===== src/rtl/jtag_stream_pkg.sv =====
// jtag_stream_pkg: shared FSM state type and beat field offsets for the JTAG vector stream front end.
package jtag_stream_pkg;
    typedef enum logic [1:0] {ST_IDLE, ST_RUN, ST_RETURN} state_t;
    localparam int TMS_FIELD = 0;
    localparam int TDI_FIELD = 1;
endpackage


===== src/rtl/jtag_vec_fifo.sv =====
// jtag_vec_fifo: show-ahead synchronous FIFO, power-of-2 depth, synchronous active-low flush.
module jtag_vec_fifo #(
    parameter int WIDTH = 65,
    parameter int DEPTH = 4
) (
    input  logic                     clk,
    input  logic                     resetn,
    input  logic                     push,
    input  logic [WIDTH-1:0]         din,
    input  logic                     pop,
    output logic                     full,
    output logic                     empty,
    output logic [$clog2(DEPTH):0]   count,
    output logic [WIDTH-1:0]         dout
);
    localparam int AW = $clog2(DEPTH);

    logic [WIDTH-1:0] r_mem [DEPTH];
    logic [AW-1:0]    r_wptr;
    logic [AW-1:0]    r_rptr;
    logic [AW:0]      r_count;
    logic             w_push;
    logic             w_pop;

    // A push while full is dropped even if a pop happens in the same cycle.
    assign w_push = push & ~full;
    assign w_pop  = pop & ~empty;
    assign full   = r_count == (AW+1)'(DEPTH);
    assign empty  = r_count == '0;
    assign count  = r_count;
    assign dout   = r_mem[r_rptr];

    always_ff @(posedge clk) begin
        if (!resetn) begin
            r_wptr  <= '0;
            r_rptr  <= '0;
            r_count <= '0;
        end else begin
            if (w_push) r_wptr <= r_wptr + AW'(1);
            if (w_pop) r_rptr <= r_rptr + AW'(1);
            r_count <= r_count + (AW+1)'(w_push) - (AW+1)'(w_pop);
        end
    end

    always_ff @(posedge clk) begin
        if (w_push) r_mem[r_wptr] <= din;
    end
endmodule


===== src/rtl/jtag_vector_stream.sv =====
// jtag_vector_stream: AXI-Stream {TDI,TMS} prefetch front end driving the JTAG shifter handshake.
// Define JTAG_TDO_READBACK_EN to return each captured TDO vector on the master AXI-Stream.
module jtag_vector_stream
    import jtag_stream_pkg::*;
#(
    parameter int VEC_WIDTH           = 32,
    parameter int C_S_AXIS_DATA_WIDTH = 2*VEC_WIDTH,
    parameter int C_M_AXIS_DATA_WIDTH = VEC_WIDTH,
    parameter int PREFETCH_DEPTH      = 4,
    parameter int CNT_WIDTH           = 16
) (
    input  logic                           CLK,
    input  logic                           RESETN,
    output logic                           SHIFT_RESET,
    output logic                           ENABLE,
    input  logic                           DONE,
    output logic [VEC_WIDTH-1:0]           TMS_VECTOR,
    output logic [VEC_WIDTH-1:0]           TDI_VECTOR,
    input  logic [VEC_WIDTH-1:0]           TDO_VECTOR,
    input  logic                           S_AXIS_TVALID,
    output logic                           S_AXIS_TREADY,
    input  logic [C_S_AXIS_DATA_WIDTH-1:0] S_AXIS_TDATA,
    input  logic                           S_AXIS_TLAST,
    output logic                           M_AXIS_TVALID,
    input  logic                           M_AXIS_TREADY,
    output logic [C_M_AXIS_DATA_WIDTH-1:0] M_AXIS_TDATA,
    output logic                           M_AXIS_TLAST,
    output logic [CNT_WIDTH-1:0]           VEC_COUNT,
    output logic                           BUSY
);
    localparam int FW = C_S_AXIS_DATA_WIDTH + 1;

    state_t                       r_state;
    state_t                       w_state_next;
    logic                         r_out_of_reset;
    logic                         r_shift_reset;
    logic                         r_enable;
    logic [VEC_WIDTH-1:0]         r_tms;
    logic [VEC_WIDTH-1:0]         r_tdi;
    logic [CNT_WIDTH-1:0]         r_vec_count;
    logic                         w_full;
    logic                         w_empty;
    logic [$clog2(PREFETCH_DEPTH):0] w_count;
    logic [FW-1:0]                w_dout;
    logic                         w_push;
    logic                         w_pop;
    logic                         w_done;
    logic                         w_ret;
    logic                         w_unused;

    jtag_vec_fifo #(.WIDTH(FW), .DEPTH(PREFETCH_DEPTH)) u_fifo (
        .clk    (CLK),
        .resetn (RESETN),
        .push   (w_push),
        .din    ({S_AXIS_TLAST, S_AXIS_TDATA}),
        .pop    (w_pop),
        .full   (w_full),
        .empty  (w_empty),
        .count  (w_count),
        .dout   (w_dout)
    );

    // TREADY stays low for the whole reset and the edge that releases it.
    assign S_AXIS_TREADY = r_out_of_reset & ~w_full;
    assign w_push        = S_AXIS_TVALID & S_AXIS_TREADY;
    assign w_pop         = (r_state == ST_IDLE) & ~w_empty;
    assign w_done        = (r_state == ST_RUN) & DONE;
    assign SHIFT_RESET   = r_shift_reset;
    assign ENABLE        = r_enable;
    assign TMS_VECTOR    = r_tms;
    assign TDI_VECTOR    = r_tdi;
    assign VEC_COUNT     = r_vec_count;
    assign BUSY          = r_state != ST_IDLE;

    always_comb begin
        w_state_next = r_state;
        if (w_pop) w_state_next = ST_RUN;
`ifdef JTAG_TDO_READBACK_EN
        else if (w_done) w_state_next = ST_RETURN;
        else if (w_ret) w_state_next = ST_IDLE;
`else
        else if (w_done) w_state_next = ST_IDLE;
`endif
    end

    always_ff @(posedge CLK) begin
        if (!RESETN) r_state <= ST_IDLE;
        else r_state <= w_state_next;
    end

    always_ff @(posedge CLK) begin
        r_out_of_reset <= RESETN;
        if (!RESETN) begin
            r_shift_reset <= 1'b1;
            r_enable      <= 1'b0;
            r_tms         <= '0;
            r_tdi         <= '0;
            r_vec_count   <= '0;
        end else begin
            if (w_pop) begin
                r_tms         <= w_dout[TMS_FIELD*VEC_WIDTH +: VEC_WIDTH];
                r_tdi         <= w_dout[TDI_FIELD*VEC_WIDTH +: VEC_WIDTH];
                r_enable      <= 1'b1;
                r_shift_reset <= 1'b0;
            end
            if (w_done) begin
                r_enable      <= 1'b0;
                r_shift_reset <= 1'b1;
                r_vec_count   <= r_vec_count + CNT_WIDTH'(1);
            end
        end
    end

`ifdef JTAG_TDO_READBACK_EN
    logic                           r_last;
    logic                           r_m_valid;
    logic [C_M_AXIS_DATA_WIDTH-1:0] r_m_data;
    logic                           r_m_last;

    assign w_ret         = (r_state == ST_RETURN) & M_AXIS_TREADY;
    assign M_AXIS_TVALID = r_m_valid;
    assign M_AXIS_TDATA  = r_m_data;
    assign M_AXIS_TLAST  = r_m_last;
    assign w_unused      = ^w_count;

    always_ff @(posedge CLK) begin
        if (!RESETN) begin
            r_last    <= 1'b0;
            r_m_valid <= 1'b0;
            r_m_data  <= '0;
            r_m_last  <= 1'b0;
        end else begin
            if (w_pop) r_last <= w_dout[C_S_AXIS_DATA_WIDTH];
            if (w_done) begin
                r_m_data  <= C_M_AXIS_DATA_WIDTH'(TDO_VECTOR);
                r_m_last  <= r_last;
                r_m_valid <= 1'b1;
            end else if (w_ret) begin
                r_m_valid <= 1'b0;
            end
        end
    end
`else
    assign w_ret         = 1'b0;
    assign M_AXIS_TVALID = 1'b0;
    assign M_AXIS_TDATA  = '0;
    assign M_AXIS_TLAST  = 1'b0;
    assign w_unused      = ^{w_count, M_AXIS_TREADY, TDO_VECTOR, w_dout[C_S_AXIS_DATA_WIDTH], w_ret};
`endif
endmodule

===== config.mk =====
export PLATFORM = sky130hd
export DESIGN_NAME = jtag_vector_stream
export DESIGN_NICKNAME = d
export VERILOG_FILES = /design/src/rtl/jtag_stream_pkg.sv /design/src/rtl/jtag_vec_fifo.sv /design/src/rtl/jtag_vector_stream.sv
export SDC_FILE = /design/constraint.sdc
export NUM_CORES = 1
export LEC_CHECK = 0
export CELL_PAD_IN_SITES_DETAIL_PLACEMENT = 0
export CELL_PAD_IN_SITES_GLOBAL_PLACEMENT = 1
export CORE_MARGIN = 5
export CORE_UTILIZATION = 47
export CTS_CLUSTER_SIZE = 16
export DETAILED_ROUTE_END_ITERATION = 10
export PLACE_DENSITY = 0.95
export SLEW_MARGIN = 20
export SYNTH_ARGS = -nofsm -noshare
export SYNTH_HDL_FRONTEND = slang
export SYNTH_SLANG_ARGS = --single-unit

===== constraint.sdc =====
create_clock -name CLK -period 7.7 [get_ports CLK]
set_input_delay 1.54 -clock CLK [delete_from_list [all_inputs] [get_ports CLK]]
set_output_delay 1.54 -clock CLK [all_outputs]
set_load 0.005 [all_outputs]

After elaboration in Yosys (flattened, before gate mapping)
Memories as Yosys holds them, arrays and structs flattened. A register that Yosys moved wholly into a read port is not among the register bits.
Cells that the tools add are included.
{"block": "op_classes", "eq_ne": 1, "reduce_logical": 5, "muxes": 4, "shifts": 0, "bitwise": 9, "n_lt_le_gt_ge": 0, "add_sub_neg": 5, "mul": 0, "div": 0}
{"op": "$add A16 B1 Y16 const B", "count": 1}
{"op": "$and A1 B1 Y1", "count": 6}
{"op": "$add A2 B1 Y2 const B", "count": 2}
{"op": "$mux W1", "count": 4}
{"op": "$add A3 B1 Y3", "count": 1}
{"op": "$eq A3 B3 Y1 const B", "count": 1}
{"op": "$logic_not A3 Y1", "count": 1}
{"op": "$not A1 Y1", "count": 3}
{"op": "$sub A3 B1 Y3", "count": 1}
{"op": "$logic_not A2 Y1", "count": 1}
{"op": "$reduce_bool A2 Y1", "count": 1}
{"op": "$reduce_or A2 Y1", "count": 1}
{"op": "$logic_not A1 Y1", "count": 1}
{"block": "totals", "output_inout_bits": 118, "latchBits": 0, "mem_count": 1, "reg_bits": 27, "input_bits": 102, "ram_bits": 260, "romBits": 0}
{"name": "u_fifo.r_mem", "words": 4, "width": 65, "read_ports": 1, "rd_clocked_by_memory_dff": 1, "write_ports": 1, "line": "jtag_vec_fifo.sv:18", "rtl": "logic [WIDTH-1:0] r_mem [DEPTH];"}

Longest topological paths before layout
{"block": "logic_depth", "ltp_word": 7, "depth_mapped": 12}

Modules after synthesis
From an unflattened synthesis, not the netlist that was laid out.
{"block": "unflattened", "cells_unflattened": 802, "hier_area_um2": 13201.4}
{"mod": "jtag_vec_fifo", "instances": 1, "cells_per_inst": 390, "area_per_inst_um2": 9905.8}
{"mod": "jtag_vector_stream", "instances": 1, "cells_per_inst": 412, "area_per_inst_um2": 3295.7}

Worst setup path after synthesis
OpenSTA, ideal clock, no wires.
{"block": "synth_timing", "kind": "input to register", "startpoint": "input port S_AXIS_TVALID", "endpoint": "memory u_fifo.r_mem[0][0] (enable)", "setup_time_ns": 0.429, "slack_ns": 3.814, "cell_stages": 3, "n_path_buf": 1, "arrival_time_ns": 3.457, "path_cell_list": "o311a_1 > clkbuf_1 > and2_1"}
{"block": "synth_via", "elab_chain_cells": 4}
{"element": "start: declaration", "line": "jtag_vector_stream.sv:20", "rtl": "input logic S_AXIS_TVALID,"}
{"element": "$and A1 B1 Y1", "line": "jtag_vector_stream.sv:65", "rtl": "assign w_push = S_AXIS_TVALID & S_AXIS_TREADY;"}
{"element": "$and A1 B1 Y1", "line": "jtag_vec_fifo.sv:26", "rtl": "assign w_push = push & ~full;"}
{"element": "via u_fifo.w_push", "line": "jtag_vec_fifo.sv:22", "rtl": "logic w_push;"}
{"element": "$mux W1", "line": "jtag_vec_fifo.sv:46", "rtl": "if (w_push) r_mem[r_wptr] <= din;"}
{"element": "$mux W1 (not written as such)", "line": "jtag_vec_fifo.sv:46"}
{"element": "end: declaration", "line": "jtag_vec_fifo.sv:18"}
The timed path passes the listed nets, and every way through them passes these cells.

Final worst setup path
{"block": "layout_timing", "startpoint": "register u_fifo.r_count[2] (netlist: u_fifo.count[2])", "endpoint": "output port S_AXIS_TREADY"}
{"block": "layout_via", "elab_chain_cells": 3}
{"element": "start: declaration", "line": "jtag_vec_fifo.sv:21", "rtl": "logic [AW:0] r_count;"}
{"element": "start signal: assignment", "line": "jtag_vec_fifo.sv:41", "rtl": "r_count <= r_count + (AW+1)'(w_push) - (AW+1)'(w_pop);"}
{"element": "$eq A3 B3 Y1", "line": "jtag_vec_fifo.sv:28", "rtl": "assign full = r_count == (AW+1)'(DEPTH);"}
{"element": "$not A1 Y1", "line": "jtag_vector_stream.sv:64", "rtl": "assign S_AXIS_TREADY = r_out_of_reset & ~w_full;"}
{"element": "$and A1 B1 Y1", "line": "jtag_vector_stream.sv:64"}
{"element": "end: declaration", "line": "jtag_vector_stream.sv:21", "rtl": "output logic S_AXIS_TREADY,"}
No other way between the ends.

==> flow_summary.yaml <==
synthesis:
  netlist_area_um2: 12900
  synth-xor-area-share_pct: 1.09
  synth-seq-area-share_pct: 74.0
  yosys.area_share.simple_pct: 6.13
  ys_types: 37
  synth_compound_area_share_pct: 3.10
  avgSynthCellArea_um2: 16.4
  muxShareOfSynthArea_pct: 11.3
  synth_top_family_by_area: "multiplexers"
  synth_fa_ha_area_share_pct: 0.837
  synth-seq-cells: 347
  ys_warn_count: 0
  syn_inst: 785
clock_tree:
  clockBufferDepth: 3
  numCtsBuffers: 36
  clock-sinks: 347
  h-tree-depth: 2
  path_clk_slew_ps: 60
  clock_latency_ps: 510
  cts_hold_buffers: 0
  cts_resized: 0
  post-cts-setup-buffers: 0
  clk_root_buffer_cell: "clkbuf_16"
  cts_tree: "yes"
setup_path:
  cp-end-kind: "output port"
  worstPathMaxFanout: 3
  crit_arrival_ps: 1670
  critPathKind: "reg -> out"
  cp_data_required_time_ps: 6160
  crit_path_start_kind: "flop"
place:
  port_buffers: 151
  place.gp.congestion: 0.812
  dp_hpwl_um: 14200
  postPlaceCellArea_um2: 14500
floorplan:
  core-area_um2: 27000
  initial_core_util_pct: 47.7
  die_y_um: 175
  fp-row-count: 60
  die_area_um2: 30800
  ios: 220
  die_x_um: 175
drt:
  wl_per_cell_um: 19.6
  via_count: 6937
  drt_first_pass_iters: 4
  vias_per_cell: 5.31
  drtIter0Drc: 341
  drtAntennaViolNets: 0
  drc: 0
  wirelength_um: 25600
sta:
  fin_worst_hold_slack_ps: 451
  finalSetupTns_ps: 0
  fin_worst_skew_ps: 15.6
  tightest_slew_ps: 1060
  rsz0062_at_grt: "false"
  max-slew-margin-rel_pct: 29.1
  slew_violations: 0
  fmax_mhz: 312
  finalSetupViolations: 0
  post-route-period-util_pct: 41.6
  fin_crit_ps: 3210
  hold_viol_final: 0
cells_and_area:
  n_antenna_cell: 0
  area_growth_pct: 22.2
  final_layout_size_suffix_gt1_share_pct: 13.7
  finalInstanceArea_um2: 15700
  nNetsFinal: 1047
status:
  outcome: "finished clean"
global_route:
  grt_max_degree: 67
  grtUsageTotal_pct: 16.6
  antenna_found_initial: 0
  grt_pass1_vias: 7269
  grt_pass1_wl_um: 40200
  grt_overflow: 0
worst_hold_path:
  hold_path.class: "reg -> reg"
job:
  drv_cap: 0
power_and_ir_drop:
  peakVddDrop_v: 0.000220
  pwr_density_cell_nw_per_um2: 329
  leakage_nw: 5.16
[area by class of cell]
class	count	area [um2]
fill	2033	11200
sequential	347	9520
multi-input combinational	387	3020
timing repair buffer	155	1540
clock buffer	53	1040
tap	341	427
clock inverter	13	130
inverter	10	38.8
[cell families after synthesis]
logic type	Yosys count
fa+ha+maj	8
compound gates	77
flops	347
buf+inv	84
xor+xnor	16
simple gates	187
mux	65
other cells	1
[cell usage after synthesis]
cell type    n  area share, %
nor3_1       4           0.16
a21oi_1     70            2.7
mux4_2      64             11
mux2i_1      1          0.078
inv_1        9           0.26
o31a_1       1          0.068
or4_1        1          0.058
nand4_1      3           0.15
fa_1         1           0.16
or2_2        2          0.097
buf_1        7           0.20
ha_1         7           0.68
o31ai_1      1          0.058
and4_1       1          0.068
nor4_1       2          0.097
clkbuf_1    23           0.67
or3_4        1          0.088
xor2_1       6           0.41
and4_2       1          0.078
o311a_1      1          0.078
or3_1        2          0.097
nand2_1    137            4.0
dfxtp_1     91             14
conb_1       1          0.029
or3_2        1          0.058
nand4_2      1          0.097
nor2_1      19           0.55
a21o_1       1          0.058
xnor2_1     10           0.68
edfxtp_1   256             60
nand3_1      6           0.23
o21ai_0      3           0.12
buf_2        9           0.35
and2_1       5           0.24
inv_2        1          0.029
nor3b_1      1          0.058
buf_4       35            2.0
[power breakdown]
part / leakage, nW / internal [mW] / switching [mW] / total (mW)
Combinational: 1.53 / 0.580 / 0.522 / 1.10
Clock: 0.562 / 1.01 / 0.670 / 1.68
Sequential: 3.07 / 2.21 / 0.174 / 2.39
[layer usage]
layer  global-route usage (%)  wire (um)
met4                     5.14        604
met3                     4.00       1880
met5                        0          0
met2                     29.3      13100
met1                     20.3      10000
[path summary, 6_finish.rpt]
kind	startpoint	endpoint	slack [ps]	cells past startpoint
worst max-delay path	u_fifo.count[2]	S_AXIS_TREADY	4490	3
worst min-delay path	TDI_VECTOR[30]	TDI_VECTOR[30]	450	2
worst max register to register	u_fifo.r_rptr[0]	TDI_VECTOR[18]	5250	4
worst min register to register	TDI_VECTOR[30]	TDI_VECTOR[30]	450	2
[through the flow]
step | power, mW | cells | utilization (%) | setup WS, ps
finish | 5.16 | 1306 | 58.3 | 4490
global route | 5.44 | 1306 | 58.3 | 4410
CTS | 5.25 | 1306 | 58.3 | 4450
detailed placement | 3.56 | 1240 | 54.0 | 3950
global placement | 3.52 | 1240 | 54.0 | 3980
floorplan | 3.04 | 818 | - | 3810
[cells in the final DEF (no fill, tap or decap), types with 2 or more instances in the layout]
cell	count
clkbuf_8	3
ha_1	7
or2_2	2
xnor2_1	10
nand3_1	6
buf_4	4
bufinv_16	2
nor4_1	2
clkinv_1	4
mux4_2	64
clkbuf_16	38
dfxtp_1	89
or3_1	2
dfxtp_4	2
clkbuf_1	12
xor2_1	6
o21ai_0	3
conb_1	34
and2_4	4
clkinv_2	4
nand2_1	137
nand4_1	3
a21oi_1	70
nor2_1	19
edfxtp_1	256
inv_1	8
nor3_1	4
clkinvlp_4	2
clkdlybuf4s50_1	151
[worst max-delay path, cell delays in order, from the launching register on]
cell and delay, ps:
dfxtp_1 330, inv_1 70, o31a_1 320, clkdlybuf4s50_1 460
[flip-flops by register name (all words and copies together), names as in the netlist]
| register | flops |
|---|---|
| ENABLE | 1 |
| SHIFT_RESET | 1 |
| TDI_VECTOR | 32 |
| TMS_VECTOR | 32 |
| VEC_COUNT | 16 |
| r_out_of_reset | 1 |
| r_state | 1 |
| u_fifo.count | 3 |
| u_fifo.r_mem | 256 |
| u_fifo.r_rptr | 2 |
| u_fifo.r_wptr | 2 |
(Power assumes the default switching activity.)
